`src/rtl/uart_pkg.sv`:
```
// Shared constants and FSM state encodings for the parametrised UART receiver.
package uart_pkg;

    localparam int PARITY_NONE = 0;
    localparam int PARITY_ODD  = 1;
    localparam int PARITY_EVEN = 2;

    typedef enum logic [2:0] {
        ST_IDLE   = 3'd0,
        ST_START  = 3'd1,
        ST_DATA   = 3'd2,
        ST_PARITY = 3'd3,
        ST_STOP   = 3'd4
    } rx_state_t;

endpackage

```
`src/rtl/uart_rx_fifo.sv`:
```
// Small synchronous FIFO with first-word fall-through; head reads as zero when empty.
module uart_rx_fifo #(
    parameter int WIDTH = 10,
    parameter int DEPTH = 4
) (
    input  logic             clk,
    input  logic             rst_n,
    input  logic             push,
    input  logic [WIDTH-1:0] din,
    input  logic             pop,
    output logic [WIDTH-1:0] dout,
    output logic             full,
    output logic             empty
);

    localparam int AW = $clog2(DEPTH);

    logic [WIDTH-1:0] mem [DEPTH];
    logic [AW-1:0]    wr_ptr;
    logic [AW-1:0]    rd_ptr;
    logic [AW:0]      count;
    logic             do_push;
    logic             do_pop;

    assign full    = (count == (AW+1)'(DEPTH));
    assign empty   = (count == '0);
    assign do_pop  = pop & ~empty;
    // A full FIFO still accepts a push when the head is popped in the same cycle.
    assign do_push = push & (~full | do_pop);
    assign dout    = empty ? '0 : mem[rd_ptr];

    // Storage array, written only on an accepted push.
    always_ff @(posedge clk) begin
        if (do_push) begin
            mem[wr_ptr] <= din;
        end
    end

    // Pointers wrap naturally because DEPTH is a power of two.
    always_ff @(posedge clk) begin
        if (!rst_n) begin
            wr_ptr <= '0;
            rd_ptr <= '0;
            count  <= '0;
        end else begin
            if (do_push) wr_ptr <= wr_ptr + AW'(1);
            if (do_pop)  rd_ptr <= rd_ptr + AW'(1);
            case ({do_push, do_pop})
                2'b10:   count <= count + (AW+1)'(1);
                2'b01:   count <= count - (AW+1)'(1);
                default: count <= count;
            endcase
        end
    end

endmodule

```
`src/rtl/uart_rx_param.sv`:
```
// Parametrised UART receiver: synchroniser, oversampling FSM, parity/framing check,
// receive FIFO and sticky overrun flag.
//
//  state     | meaning
//  ----------+-----------------------------------------------------------
//  ST_IDLE   | line idle, waiting for a low level on rx_s
//  ST_START  | qualifying start bit, checked again at half a bit time
//  ST_DATA   | sampling DATA_BITS data bits at bit centre, LSB first
//  ST_PARITY | sampling the parity bit (only when PARITY != none)
//  ST_STOP   | sampling STOP_BITS stop bits; last one pushes the frame
module uart_rx_param
    import uart_pkg::*;
#(
    parameter int DATA_BITS  = 8,
    parameter int PARITY     = 0,
    parameter int STOP_BITS  = 1,
    parameter int OVERSAMPLE = 16,
    parameter int FIFO_DEPTH = 4
) (
    input  logic                 clk,
    input  logic                 rst_n,
    input  logic                 baud_en,
    input  logic                 rx,
    input  logic                 rd_en,
    input  logic                 err_clr,
    output logic [DATA_BITS-1:0] data_out,
    output logic                 parity_err,
    output logic                 frame_err,
    output logic                 ready,
    output logic                 overrun,
    output logic                 busy
);

    localparam int CW = $clog2(OVERSAMPLE);
    localparam int IW = $clog2(DATA_BITS + 1);
    localparam logic [CW-1:0] MID       = CW'(OVERSAMPLE / 2 - 1);
    localparam logic [CW-1:0] LAST      = CW'(OVERSAMPLE - 1);
    localparam logic [IW-1:0] DATA_LAST = IW'(DATA_BITS - 1);
    localparam logic [IW-1:0] STOP_LAST = IW'(STOP_BITS - 1);
    localparam logic          ODD_PAR   = (PARITY == PARITY_ODD);

    rx_state_t            state;
    rx_state_t            state_nxt;
    logic                 rx_meta;
    logic                 rx_s;
    logic [CW-1:0]        cnt;
    logic [IW-1:0]        idx;
    logic [DATA_BITS-1:0] shreg;
    logic                 perr;
    logic                 ferr;
    logic                 frame_start;
    logic                 sample_data;
    logic                 sample_par;
    logic                 sample_stop;
    logic                 push;
    logic                 push_ferr;
    logic                 par_bad;
    logic                 fifo_full;
    logic                 fifo_empty;
    logic [DATA_BITS+1:0] fifo_head;

    // Two-flop synchroniser for the asynchronous serial line, reset to idle-high.
    always_ff @(posedge clk) begin
        if (!rst_n) begin
            rx_meta <= 1'b1;
            rx_s    <= 1'b1;
        end else begin
            rx_meta <= rx;
            rx_s    <= rx_meta;
        end
    end

    // FSM state register.
    always_ff @(posedge clk) begin
        if (!rst_n) state <= ST_IDLE;
        else        state <= state_nxt;
    end

    // Next-state logic; the FSM only moves on baud ticks.
    always_comb begin
        state_nxt = state;
        if (baud_en) begin
            case (state)
                ST_IDLE:   if (!rx_s) state_nxt = ST_START;
                ST_START:  if (cnt == MID) state_nxt = rx_s ? ST_IDLE : ST_DATA;
                ST_DATA:   if (cnt == LAST && idx == DATA_LAST)
                               state_nxt = (PARITY != PARITY_NONE) ? ST_PARITY : ST_STOP;
                ST_PARITY: if (cnt == LAST) state_nxt = ST_STOP;
                ST_STOP:   if (cnt == LAST && idx == STOP_LAST) state_nxt = ST_IDLE;
                default:   state_nxt = ST_IDLE;
            endcase
        end
    end

    // FSM outputs: busy flag and per-tick sampling/push strobes.
    always_comb begin
        busy        = (state != ST_IDLE);
        frame_start = 1'b0;
        sample_data = 1'b0;
        sample_par  = 1'b0;
        sample_stop = 1'b0;
        if (baud_en) begin
            frame_start = (state == ST_IDLE) && !rx_s;
            sample_data = (state == ST_DATA)   && (cnt == LAST);
            sample_par  = (state == ST_PARITY) && (cnt == LAST);
            sample_stop = (state == ST_STOP)   && (cnt == LAST);
        end
        push = sample_stop && (idx == STOP_LAST);
    end

    // Tick counter re-phases to bit centre when the start bit is confirmed at MID.
    always_ff @(posedge clk) begin
        if (!rst_n) begin
            cnt <= '0;
        end else if (baud_en) begin
            if (state == ST_IDLE || (state == ST_START && cnt == MID) || cnt == LAST)
                cnt <= '0;
            else
                cnt <= cnt + CW'(1);
        end
    end

    // Bit index (shared by data and stop bits), shift register and error flags.
    assign par_bad   = ((^shreg) ^ rx_s) != ODD_PAR;
    assign push_ferr = ferr | ~rx_s;

    always_ff @(posedge clk) begin
        if (!rst_n) begin
            idx   <= '0;
            shreg <= '0;
            perr  <= 1'b0;
            ferr  <= 1'b0;
        end else begin
            if (frame_start) begin
                idx  <= '0;
                perr <= 1'b0;
                ferr <= 1'b0;
            end
            if (sample_data) begin
                shreg <= {rx_s, shreg[DATA_BITS-1:1]};
                idx   <= (idx == DATA_LAST) ? '0 : idx + IW'(1);
            end
            if (sample_par) perr <= par_bad;
            if (sample_stop) begin
                ferr <= push_ferr;
                idx  <= (idx == STOP_LAST) ? '0 : idx + IW'(1);
            end
        end
    end

    // Sticky overrun: a dropped frame sets it, and setting wins over err_clr.
    always_ff @(posedge clk) begin
        if (!rst_n)
            overrun <= 1'b0;
        else if (push && fifo_full && !(rd_en && !fifo_empty))
            overrun <= 1'b1;
        else if (err_clr)
            overrun <= 1'b0;
    end

    uart_rx_fifo #(
        .WIDTH (DATA_BITS + 2),
        .DEPTH (FIFO_DEPTH)
    ) u_fifo (
        .clk   (clk),
        .rst_n (rst_n),
        .push  (push),
        .din   ({perr, push_ferr, shreg}),
        .pop   (rd_en),
        .dout  (fifo_head),
        .full  (fifo_full),
        .empty (fifo_empty)
    );

    assign ready      = ~fifo_empty;
    assign parity_err = fifo_head[DATA_BITS+1];
    assign frame_err  = fifo_head[DATA_BITS];
    assign data_out   = fifo_head[DATA_BITS-1:0];

endmodule

```
`config.mk`:
```
export PLATFORM = sky130hd
export DESIGN_NAME = uart_rx_param
export DESIGN_NICKNAME = d
export VERILOG_FILES = /design/src/rtl/uart_pkg.sv /design/src/rtl/uart_rx_fifo.sv /design/src/rtl/uart_rx_param.sv
export SDC_FILE = /design/constraint.sdc
export NUM_CORES = 1
export LEC_CHECK = 0
export BUFFER_PORTS_ARGS = -buffer_cell sky130_fd_sc_hd__buf_4
export CAP_MARGIN = 20
export CORE_UTILIZATION = 40
export DETAILED_ROUTE_END_ITERATION = 12
export GPL_TIMING_DRIVEN = 0
export PLACE_DENSITY_LB_ADDON = 0.05
export SLEW_MARGIN = 20
export SYNTH_ARGS = -nofsm -noshare
export SYNTH_HDL_FRONTEND = slang
export SYNTH_HIERARCHICAL = 1
export SYNTH_SLANG_ARGS = --single-unit
```
`constraint.sdc`:
```
create_clock -name clk -period 2.4 [get_ports clk]
set_input_delay 0.12 -clock clk [delete_from_list [all_inputs] [get_ports clk]]
set_output_delay 0.12 -clock clk [all_outputs]
set_load 0.02 [all_outputs]
```
---- Word level (Yosys, flattened, before mapping) ----
Memories as Yosys holds them, arrays and structs flattened. A register that Yosys moved wholly into a read port is not among the register bits.
Cells that the tools add are included.
word-level totals
  RAM bits ................................ 40
  latch bits .............................. 0
  ROM bits ................................ 0
  word-level logic and storage cells ...... 97
  register bits ........................... 31
  memories kept ........................... 1
memories
  memory      depth  width  rd ports  clocked after Yosys merged registers in  write ports  RTL line            source
  u_fifo.mem  4      10     1         1                                        1            uart_rx_fifo.sv:18  logic [WIDTH-1:0] mem [DEPTH];
operators by class
  bitwise logic cells ..................... 8
  reduce and logical (&&, ||, !) cells .... 27
  equality and inequality tests ........... 15
  mux-type cells .......................... 28
  div/mod/pow operators ................... 0
  multiply operators ...................... 0
  shift-type cells ........................ 0
  add/sub/neg operators ................... 6
  magnitude comparators ................... 0
operators by type and width
  kind                                                  number
  2-to-1 mux 4 bit                                      6
  2-to-1 mux 3 bit                                      5
  one-hot mux 3 bit (5 select lines)                    1
  logical AND 1 bit                                     11
  2-to-1 mux 1 bit                                      11
  2-to-1 mux 10 bit                                     1
  inequality test 2 bit (second input constant)         5
  adder 4 x 1 -> 4 bit (second input constant)          2
  equality test 4 x 3 -> 1 bit (second input constant)  2
  nonzero test 2 bit                                    4
  XOR reduction 8 bit                                   1
  equality test 3 x 2 -> 1 bit (second input constant)  2
  equality test 3 bit (second input constant)           2
  logical NOT 3 bit                                     2
  2-to-1 mux 2 bit                                      3
  one-hot mux 3 bit (2 select lines)                    1
  AND reduction 6 bit                                   1
  nonzero test 3 bit                                    2
  adder 2 x 1 -> 2 bit (second input constant)          2
  equality test 4 bit (second input constant)           1
  logical NOT 4 bit                                     1
  adder 3 x 1 -> 3 bit (second input constant)          1
  equality test 3 x 1 -> 1 bit (second input constant)  1
  logical NOT 1 bit                                     3
  8 further kinds                                       13

---- Logic depth before layout (Yosys ltp) ----
  depth in word-level cells ............... 7
  gate-level depth with buffers ........... 12

---- By module ----
Netlist, hierarchy kept.
by module, submodules not included
  module         area each (um2)  cells each  instances
  uart_rx_fifo   2157.1           131         1
  uart_rx_param  1343.8           153         1

---- Least setup slack after synthesis ----
Ideal clock, no wire load.
  kind .................................... reg-to-reg
  start point ............................. register cnt[0]
  end point ............................... register u_fifo.count[2]
  slack ................................... 132 ps
  period minus slack after synthesis ...... 2268 ps
  path buffers ............................ 2
  arrival time ............................ 2193 ps
  cell stages (with the launch flop) ...... 13
  setup time .............................. 74 ps
  path through ............................ dfxtp_1 ha_1 and3_1 buf_6 nand4_1 inv_1 buf_6 inv_1 nand2b_1 fa_1 nand2b_1 o21bai_1 a31oi_1
on the way
  longest elaborated chain between the ends .. 7
  elaborated cells on any way between the ends .. 9
  those cells by class .................... eq/ne (3); mux (2); bitwise (1); reduce/logical (3)
RTL lines
  element                                                                          RTL line              source
  start: declaration                                                               uart_rx_param.sv:46   logic [CW-1:0] cnt;
  start signal: assignment                                                         uart_rx_param.sv:119  cnt <= cnt + CW'(1);
  equality test 4 bit *                                                            uart_rx_param.sv:106  sample_stop = (state == ST_STOP) && (cnt == LAST);
  logical AND 1 bit *                                                              uart_rx_param.sv:106
  2-to-1 mux 1 bit *                                                               uart_rx_param.sv:102  if (baud_en) begin
  logical AND 1 bit *                                                              uart_rx_param.sv:108  push = sample_stop && (idx == STOP_LAST);
  net push                                                                         uart_rx_param.sv:55   logic push;
  bitwise AND 1 bit *                                                              uart_rx_fifo.sv:29    assign do_push = push & (~full | do_pop);
  equality test 2 x 1 -> 1 bit / equality test 2 bit (equally long branches)       uart_rx_fifo.sv:48    case ({do_push, do_pop})
  one-hot mux 3 bit (2 select lines) / nonzero test 2 bit (equally long branches)  --
  end signal: assignment                                                           uart_rx_fifo.sv:49    2'b10: count <= count + (AW+1)'(1);
  end signal: assignment                                                           uart_rx_fifo.sv:50    2'b01: count <= count - (AW+1)'(1);
  end signal: assignment                                                           uart_rx_fifo.sv:51    default: count <= count;
  end: declaration                                                                 uart_rx_fifo.sv:21    logic [AW:0] count;
Mark *: on every way through the listed nets, which the timed path passes. The rest lies on a longest branch.
A chain may end at the register's enable or synchronous reset.

---- Worst setup path in the final report ----
  start point ............................. register cnt[0]
  end point ............................... register u_fifo.count[1]
The elaborated chain is that of the path after synthesis.

==> impl_results.md <==
- Routability cong.: 0.833
- Residual DRC: 0
- PD cells: 595 nW/um^2
- HP Class: primary input to flip-flop
- TritonCTS buffer count: 9
- Synth Flop Type: edfxtp_1
- Total track usage: 0.161
- Max-cap violation count: 0
- Fin Hold WS: 0.0796 ns
- Die W: 95.6 um
- Synth top area share: 0.343
- Final instance count without filler cells: 424
- Routed WL: 6600 um
- IO Pins: 19
- Post-Syn Nets: 298
- R2r setup slk: 0.15 ns
- Max-slew violations: 0
- Synth async-reset ratio: 0
- DP Wirelength: 4380 um
- Largest net degree at the start of global routing: 14
- Die height: 95.6 um
- Max-Slew Margin vs Limit: 0.703
- Setup Crit Path Kind: flip-flop to flip-flop
- CTS tree: done
- Placed instance count: 406
- Antenna diode count: 0
- TNS Setup: 0 ns
- FF-to-FF End: u_fifo/count[1]$_SDFFE_PN0P_
- Detailed-route via count: 2177
- WHS Path Cells: 3
- Antenna violations before repair: 0
- Final period util: 0.939
- Vias/cell: 5.13
- DR iter-0 viols: 61
- Largest cells by area after synthesis: edfxtp_1, dfxtp_1, mux4_2
- Final-stage net count: 328
- Cell Rows: 33
- Critical path fanouts, max: 9
- Cell count after synthesis: 284
- Leakage: 1.48 nW
- Critical Path Start Type: flip-flop
- Vias in the first global route: 2066
- Post-layout min period: 2.25 ns
- Initial Util: 0.420
- Critical Path Start: cnt[0]$_SDFFE_PN0P_
- EDFF count, synth: 40
- Mean post-synth cell area: 12.3 um^2
- Share of layout cells above drive strength 1: 0.279
- DP Area: 3760 um^2
- Placeable core area: 8340 um^2
- Seq cells post-synth: 73
- CTS H-tree lvls: 3
- RSZ-0062 raised after global routing: false
- Slew @ Worst Pin: 0.445 ns
- Synth cell types: 63
- Clock Skew: 0.0105 ns
- Final hold viol count: 0
- Worst skew pair latency: 0.34 ns
- IO Port Bufs: 17
- Global-route wire length before repair: 10900 um
- Clock root cell: clkbuf_8
- Synth-to-Final Area Change: 15.0%
- Outcome: finished, final reports clean
- Reg2reg start: cnt[0]$_SDFFE_PN0P_
- Die Area: 9130 um^2
- Mapped cell area: 3500 um^2
- R2R depth: 12
- CTS Buffer Depth: 2
- GR Overflow Total: 0
- Worst setup EP type: flip-flop
- Clock sink count: 73
- FMAX: 444 MHz
- Synth area leader: edfxtp_1
- 1st-pass router iterations: 4
- Yosys warns: 6
- Peak supply drop: 0.222 mV
- CP arrival: 2.47 ns
- Worst-path clk slew: 0.08 ns
- Crit path required time: 2.62 ns
- Final instance area: 4030 um^2
- WL per Instance: 15.6 um
- Post-route ant nets: 0
- CP Capture Point: u_fifo/count[1]$_SDFFE_PN0P_
- Post-synthesis sequential area ratio: 0.532
- # setup viols final: 0
critical path: stages (launching register included):
cell and delay, ns:
dfxtp_2 0.35, ha_4 0.18, and3_1 0.19, buf_6 0.14
nand4_1 0.14, inv_1 0.07, buf_6 0.14, inv_2 0.07
nand2b_1 0.07, fa_2 0.52, inv_1 0.05, o21ai_0 0.15
a21oi_1 0.08
Yosys cell counts (all sizes together), types with 8 or more instances:
master  count
dfxtp      33
nand2      14
inv        17
mux4       10
nor2       18
buf        16
mux2i      10
edfxtp     40
nor2b      13
a21oi      10
nand3       8
state kept, by name (all words and copies together) (netlist names), named ones only:
name and flops:
overrun 1, u_fifo/mem 40, state 3, perr 1, rx_meta 1, idx 4, rx_s 1, ferr 1
u_fifo/wr_ptr 2, shreg 8, u_fifo/rd_ptr 2, cnt 4, u_fifo/count 3
worst min path at each step:
| stage | slack [ns] | to | startpoint |
|---|---|---|---|
| after floorplan | 0.22 | rx_meta$_SDFF_PN1_ | rx |
| after global placement | 0.31 | rx_meta$_SDFF_PN1_ | rx |
| after detailed placement | 0.31 | rx_meta$_SDFF_PN1_ | rx |
| after CTS | 0.07 | u_fifo/wr_ptr[0]$_SDFFE_PN0P_ | rst_n |
| after global routing | 0.09 | u_fifo/wr_ptr[0]$_SDFFE_PN0P_ | rst_n |
| final | 0.08 | u_fifo/wr_ptr[0]$_SDFFE_PN0P_ | rst_n |
cell families after synthesis:
kind of cell / synth area share
XOR/XNOR: 0.0386
AND/OR/NAND/NOR: 0.158
buffers and inverters: 0.0575
multiplexers: 0.0929
AO/OA/AOI/OAI: 0.0901
flip-flops: 0.532
adder cells (fa/ha/maj): 0.0307
area by class of cell:
type	count	area (um^2)
Buffer	18	134
Clock buffer	10	128
Fill cell	769	4310
Clock inverter	6	83.8
Multi-Input combinational cell	175	1470
Sequential cell	73	1860
Timing Repair Buffer	19	145
Inverter	18	67.6
Tap cell	105	131
cell usage in the layout, fill, tap and decap left out, drive strengths merged, types with 8 or more instances in the layout:
master / n
a21oi: 10
buf: 34
clkbuf: 12
dfxtp: 33
edfxtp: 40
inv: 17
mux2i: 10
mux4: 10
nand2: 14
nand3: 8
nor2: 18
nor2b: 13
routing by layer:
metal	track usage	up-vias	wire, um
li1	-	1083	-
met2	0.258	27	3160
met4	0.0709	0	89
met1	0.211	1058	3180
met3	0.0311	9	176
met5	0	-	0
per-stage QoR:
| stage | util | total power, W | worst slack [ns] |
|---|---|---|---|
| final | 0.483 | 0.00239 | 0.146 |
| after global routing | 0.483 | 0.00249 | 0.0345 |
| after CTS | 0.480 | 0.00243 | 0.0219 |
| after detailed placement | 0.451 | 0.00139 | -0.324 |
| after global placement | 0.451 | 0.00139 | -0.309 |
| after floorplan | - | 0.00137 | 0.132 |
where the power goes:
group          leakage, nW  internal (W)  switching (W)
Sequential           0.704       0.00131     0.00000228
Combinational        0.668     0.0000221      0.0000346
Clock                0.110      0.000582       0.000447
what timing repair did:
action / 4_1_cts / 5_1_grt
gates cloned: 0 / 0
pin swaps: 0 / 0
buffers inserted: 1 / 0
hold buffers: 1 / 0
gates resized for setup: 8 / 8
setup endpoints to repair: 42 / 42
endpoints found under the hold margin: 1 / 0
No activity file was read; power rests on OpenSTA's default activity.
